`config.mk`:
```
export PLATFORM = sky130hd
export DESIGN_NAME = adc_capture_sequencer
export DESIGN_NICKNAME = d
export VERILOG_FILES = /design/src/rtl/adc_capture_sequencer.sv
export SDC_FILE = /design/constraint.sdc
export NUM_CORES = 1
export LEC_CHECK = 0
export CELL_PAD_IN_SITES_DETAIL_PLACEMENT = 1
export CELL_PAD_IN_SITES_GLOBAL_PLACEMENT = 1
export CORE_AREA = 10 10 419 421
export CTS_CLUSTER_SIZE = 24
export DETAILED_ROUTE_END_ITERATION = 16
export DIE_AREA = 0 0 429 431
export GPL_ROUTABILITY_DRIVEN = 0
export PLACE_DENSITY_LB_ADDON = 0.05
export RECOVER_POWER = 50
export REMOVE_ABC_BUFFERS = 1
export SETUP_SLACK_MARGIN = 0.3
export SYNTH_ARGS = -nofsm -noshare
export SYNTH_HDL_FRONTEND = slang
export SYNTH_SLANG_ARGS = --single-unit
```
`constraint.sdc`:
```
create_clock -name aclk -period 2.3 [get_ports aclk]
set_input_delay 0.575 -clock aclk [delete_from_list [all_inputs] [get_ports aclk]]
set_output_delay 0.575 -clock aclk [all_outputs]
set_load 0.1 [all_outputs]
```
`src/rtl/adc_capture_sequencer.sv`:
```
// Arms on request, waits for a selected trigger, then gates exactly capture_len beats
// from each ADC stream to its buffer. Optional m_axis_tlast output: ADC_CAPTURE_TLAST_EN.
module adc_capture_sequencer #(
  parameter int unsigned NCHAN     = 4,
  parameter int unsigned ADC_WIDTH = 128,
  parameter int unsigned LEN_BITS  = 16
) (
  input  logic                       aclk,
  input  logic                       aresetn,
  input  logic                       arm,
  input  logic                       abort,
  input  logic                       sw_trig,
  input  logic                       sysref,
  input  logic [1:0]                 trig_sel,
  input  logic [LEN_BITS-1:0]        capture_len,
  input  logic [NCHAN*ADC_WIDTH-1:0] s_axis_tdata,
  input  logic [NCHAN-1:0]           s_axis_tvalid,
  output logic [NCHAN-1:0]           s_axis_tready,
  output logic [NCHAN*ADC_WIDTH-1:0] m_axis_tdata,
  output logic [NCHAN-1:0]           m_axis_tvalid,
  input  logic [NCHAN-1:0]           m_axis_tready,
`ifdef ADC_CAPTURE_TLAST_EN
  output logic [NCHAN-1:0]           m_axis_tlast,
`endif
  output logic                       busy,
  output logic                       done,
  output logic                       overflow,
  output logic [LEN_BITS-1:0]        beat_count
);

  typedef enum logic [1:0] {S_IDLE, S_ARMED, S_CAPTURE, S_DONE} state_e;
  typedef enum logic [1:0] {TRIG_SW, TRIG_SYSREF, TRIG_IMM, TRIG_NONE} trig_e;

  state_e                     state_q, state_d;
  trig_e                      trig_sel_q, trig_sel_d;
  logic [LEN_BITS-1:0]        len_q, len_d;
  logic [LEN_BITS-1:0]        beat_count_q, beat_count_d;
  logic                       overflow_q, overflow_d;
  logic                       sysref_d_q;
  logic [NCHAN*ADC_WIDTH-1:0] tdata_q;
  logic [NCHAN-1:0]           tvalid_q, tvalid_d;
  logic                       trig_fire;
  logic                       last_beat;
`ifdef ADC_CAPTURE_TLAST_EN
  logic [NCHAN-1:0]           tlast_q, tlast_d;
`endif

  always_comb begin
    trig_fire = 1'b0;
    case (trig_sel_q)
      TRIG_SW:     trig_fire = sw_trig;
      TRIG_SYSREF: trig_fire = sysref & ~sysref_d_q;
      TRIG_IMM:    trig_fire = 1'b1;
      default:     trig_fire = 1'b0;
    endcase
  end

  always_comb begin
    state_d      = state_q;
    trig_sel_d   = trig_sel_q;
    len_d        = len_q;
    beat_count_d = beat_count_q;
    overflow_d   = overflow_q | (|(tvalid_q & ~m_axis_tready));
    last_beat    = 1'b0;
    // Abort outranks arm, trigger and beat completion, so it is decoded first.
    if (abort) begin
      state_d = S_IDLE;
    end else begin
      case (state_q)
        S_IDLE, S_DONE: begin
          if (arm) begin
            trig_sel_d   = trig_e'(trig_sel);
            len_d        = capture_len;
            beat_count_d = '0;
            overflow_d   = 1'b0;
            state_d      = (capture_len == '0) ? S_DONE : S_ARMED;
          end
        end
        S_ARMED: begin
          if (trig_fire) state_d = S_CAPTURE;
        end
        S_CAPTURE: begin
          if (s_axis_tvalid[0]) begin
            beat_count_d = beat_count_q + LEN_BITS'(1);
            if (beat_count_q == len_q - LEN_BITS'(1)) begin
              last_beat = 1'b1;
              state_d   = S_DONE;
            end
          end
        end
        default: state_d = S_IDLE;
      endcase
    end
  end

  always_comb begin
    tvalid_d = s_axis_tvalid & {NCHAN{(state_q == S_CAPTURE) && !abort}};
`ifdef ADC_CAPTURE_TLAST_EN
    tlast_d  = tvalid_d & {NCHAN{last_beat}};
`endif
  end

  always_ff @(posedge aclk or negedge aresetn) begin
    if (!aresetn) begin
      state_q      <= S_IDLE;
      trig_sel_q   <= TRIG_SW;
      len_q        <= '0;
      beat_count_q <= '0;
      overflow_q   <= 1'b0;
      sysref_d_q   <= 1'b0;
      tdata_q      <= '0;
      tvalid_q     <= '0;
`ifdef ADC_CAPTURE_TLAST_EN
      tlast_q      <= '0;
`endif
    end else begin
      state_q      <= state_d;
      trig_sel_q   <= trig_sel_d;
      len_q        <= len_d;
      beat_count_q <= beat_count_d;
      overflow_q   <= overflow_d;
      sysref_d_q   <= sysref;
      tdata_q      <= s_axis_tdata;
      tvalid_q     <= tvalid_d;
`ifdef ADC_CAPTURE_TLAST_EN
      tlast_q      <= tlast_d;
`endif
    end
  end

  assign s_axis_tready = '1;
  assign m_axis_tdata  = tdata_q;
  assign m_axis_tvalid = tvalid_q;
`ifdef ADC_CAPTURE_TLAST_EN
  assign m_axis_tlast  = tlast_q;
`endif
  assign busy          = (state_q == S_ARMED) || (state_q == S_CAPTURE);
  assign done          = (state_q == S_DONE);
  assign overflow      = overflow_q;
  assign beat_count    = beat_count_q;

endmodule
```
==> flow_metrics.env <==
export IMPL_static_leakage_power_nw=14.2
export IMPL_globalRoute_totalOverflow=0
export IMPL_min_path_type="input port to register"
export IMPL_slew_limit_headroom=0.413
export IMPL_critical_path_startpoint_type="register"
export IMPL_cts_sinks=554
export IMPL_end_kind="register"
export IMPL_synthesized_netlist_cell_count=781
export IMPL_maximum_number_of_pins_on_one_net_before_global_route_repair=80
export IMPL_startpoint_of_the_most_critical_register_to_register_path="len_q[3]"
export IMPL_slowest_delay_ns=0.59
export IMPL_finalCriticalPeriod_ns=2.45
export IMPL_netSwitchingFraction=0.355
export IMPL_clkSlewWorstSetupHoldPaths_ns=0.06
export IMPL_clock_power_share=0.397
export IMPL_power_switching_mw=11.5
export IMPL_area_growth_synth_to_final_pct=111
export IMPL_finalHoldViolations=0
export IMPL_critical_path_top_delay_family="simple AND/OR/NAND/NOR gates"
export IMPL_finalNonFillerCells=4366
export IMPL_final_core_util=0.196
export IMPL_max_h_tree_level=3
export IMPL_synthDominantCellAreaShare=0.897
export IMPL_crit_path_cell_trace="or4_4 -> or4_1 -> a21o_1 -> a21oi_2 -> nand4b_1 -> a221o_1"
export IMPL_setup_viol=3
export IMPL_ys_ff_latch=554
export IMPL_arrival_ns=2.98
export IMPL_worstSetupStartpoint="len_q[3]"
export IMPL_critPathBufInv=0
export IMPL_cpMaxStageDelayCell="sky130_fd_sc_hd__or4_4"
export IMPL_first_pass_iters=4
export IMPL_hpwl_um=95800
export IMPL_smallest_hold_slack_ns=0.436
export IMPL_non_filler_cell_area_final_um2=32600
export IMPL_drive_above_1_share=0.403
export IMPL_remaining_drc_errors=0
export IMPL_floorplan_core_area_um2=167000
export IMPL_largest_driver_fanout_on_the_critical_path=5
export IMPL_io_pin_count=1083
export IMPL_clock_tree_from_tritoncts="built"
export IMPL_num_rows=150
export IMPL_global_route_wire_length_before_repair_um=147000
export IMPL_pwr_share_seq=0.331
export IMPL_clock_network_latency_to_the_later_pin_of_the_worst_skew_pair_ns=0.69
export IMPL_power_density_nw_per_um2=995
export IMPL_report_power_total_mw=32.4
export IMPL_clock_skew_ns=0.0337
export IMPL_dp_slack_ns=-0.872
export IMPL_dominantRegCellSynth="sky130_fd_sc_hd__dfrtp_1"
export IMPL_yosys_top_cells_area="sky130_fd_sc_hd__dfrtp_1 (90%), sky130_fd_sc_hd__mux2_2 (1.4%), sky130_fd_sc_hd__xnor2_1 (0.96%)"
export IMPL_run_status="finished with violations"
export IMPL_route_vias_total=12612
export IMPL_finalSetupTns_ns=-0.307
export IMPL_port_buffers=1078
export IMPL_cell_internal_power_dissipation_mw=20.9
export IMPL_dieWidth_um=429
export IMPL_fmax_mhz=408
export IMPL_wire_per_inst_um=26.0
export IMPL_worstSetupPathType="register to register"
export IMPL_overall_global_routing_resource_usage=0.119
export IMPL_vdd_drop_max_mv=0.525
export IMPL_fp_dieArea_um2=185000
export IMPL_via_count_of_the_first_global_routing_pass=14454
export IMPL_dpl_cell_count=4152
export IMPL_final_cell_mix="sky130_fd_sc_hd__dfrtp_1 (543), sky130_fd_sc_hd__dlygate4sd3_1 (514), sky130_fd_sc_hd__buf_4 (476)"
export IMPL_design_final_nets=2611
export IMPL_synth_area_per_cell_um2=19.8
export IMPL_detail_route_wirelength_um=114000
export IMPL_grt_antenna_before_repair=208
export IMPL_critPathRequiredTime_ns=2.83
export IMPL_worstMarginPinSlew_ns=0.880
export IMPL_finalMaxSlewViolations=0
export IMPL_synth_edf_count=0
export IMPL_postPlaceCellArea_um2=28700
export IMPL_drt_first_iter_violations=368
export IMPL_postLayoutSetupSlackWorst_ns=-0.149
export IMPL_combinationalPowerShare=0.272
export IMPL_yosys_area_top_type="sky130_fd_sc_hd__dfrtp_1"
export IMPL_min_delay_start="s_axis_tdata[239]"
export IMPL_ys_warnings_count=0
export IMPL_synth_cell_type_count=59
export IMPL_timing_final_crit_share=1.06
export IMPL_mostFrequentLayoutCell="sky130_fd_sc_hd__dfrtp_1"
export IMPL_postSynth_asyncResetShare=1.00
export IMPL_cts_buffer_depth=3
export IMPL_violations="setup timing"
export IMPL_die_height_um=431
export IMPL_setup_repair_after_global_routing_missed_its_margin="true"
export IMPL_cts_made_buffers=79
export IMPL_drt_vias_per_instance=2.89
export IMPL_cts_root_buffer_cell="sky130_fd_sc_hd__clkbuf_16"
export IMPL_ant_nets_after_route=0
export IMPL_combined_area_of_all_synthesized_cells_um2=15500
export IMPL_cap_violations=0
export IMPL_initial_utilization=0.0927
export IMPL_yosysSeqAreaShare=0.897
-- layer usage --
metal  GRT usage  share of wire
met1       0.104           0.29
met2       0.243           0.57
met3      0.0577          0.093
met4      0.0244          0.033
met5           0         0.0043
-- state kept, by name, summed over array words and instances, names as in the netlist --
| signal | cells |
|---|---|
| len_q | 16 |
| state_q | 2 |
| sysref_d_q | 1 |
| m_axis_tvalid | 4 |
| m_axis_tdata | 512 |
| trig_sel_q | 2 |
| beat_count | 16 |
| overflow | 1 |
-- repair_timing --
action | CTS | global route
hold endpoints to repair | 8 | 0
gates cloned | 0 | 0
endpoints found under the setup margin | 131 | 68
pin swaps | 22 | 8
buffers inserted | 28 | 4
hold buffers | 1 | 0
resized for setup | 181 | 48
-- worst register-to-register path: cells and delay by family (launching register included) --
family             cells  cell delay, ns
and+or+nand+nor        3            1.22
AOI/OAI and AO/OA      3            0.71
DFF                    1            0.39
-- worst paths after layout --
path                                           to  slack (ns)  cells past startpoint
worst max-delay path                   state_q[1]       -0.15                      6
worst min-delay path            m_axis_tdata[239]        0.44                      1
worst max register to register         state_q[1]       -0.15                      6
worst min register to register           overflow        0.51                      1
max in group asynchronous               len_q[10]        0.21                      4
min in group asynchronous       m_axis_tdata[142]        0.50                      2
-- power by group through the flow --
stage	combinational, mW	sequential, mW	clock (mW)
after floorplan	1.22	14.5	0
after global placement	8.81	10.9	0
after detailed placement	8.79	10.9	0
after CTS	9.16	10.8	13.6
after global routing	9.28	10.8	14.0
final	8.83	10.7	12.9
-- area by class of cell --
class | instances | area (um2)
Antenna cell | 39 | 97.6
Clock buffer | 110 | 2230
Clock inverter | 32 | 493
Fill cell | 18532 | 134000
Inverter | 13 | 51.3
Multi-Input combinational cell | 202 | 1660
Sequential cell | 554 | 13900
Tap cell | 2204 | 2760
Timing Repair Buffer | 1212 | 11400
-- kinds of logic (layout without fill, tap and decap cells) --
family,Yosys count,after routing,share of synthesized area
compound gates,33,33,0.0166
fa+ha+maj,5,5,0.00405
buf+inv,28,1367,0.00915
simple gates,111,111,0.0412
xor+xnor,30,30,0.0179
other cells,1,43,0.000243
mux,19,19,0.0138
flops,554,554,0.897
-- cell usage after synthesis (all sizes together) (2+ instances only) --
cell,count
a21oi,6
a221o,2
a31oi,2
and2,7
and3,3
and3b,2
and4,3
buf,9
clkbuf,6
dfrtp,554
ha,5
inv,13
mux2,19
nand2,11
nand3,4
nand4,5
nor2,27
nor2b,6
nor3,13
nor3b,2
nor4,11
nor4b,2
o211ai,3
o21ai,5
o22ai,2
or3,4
or4,3
xnor2,17
xor2,12
No activity file was read; power rests on OpenSTA's default activity.
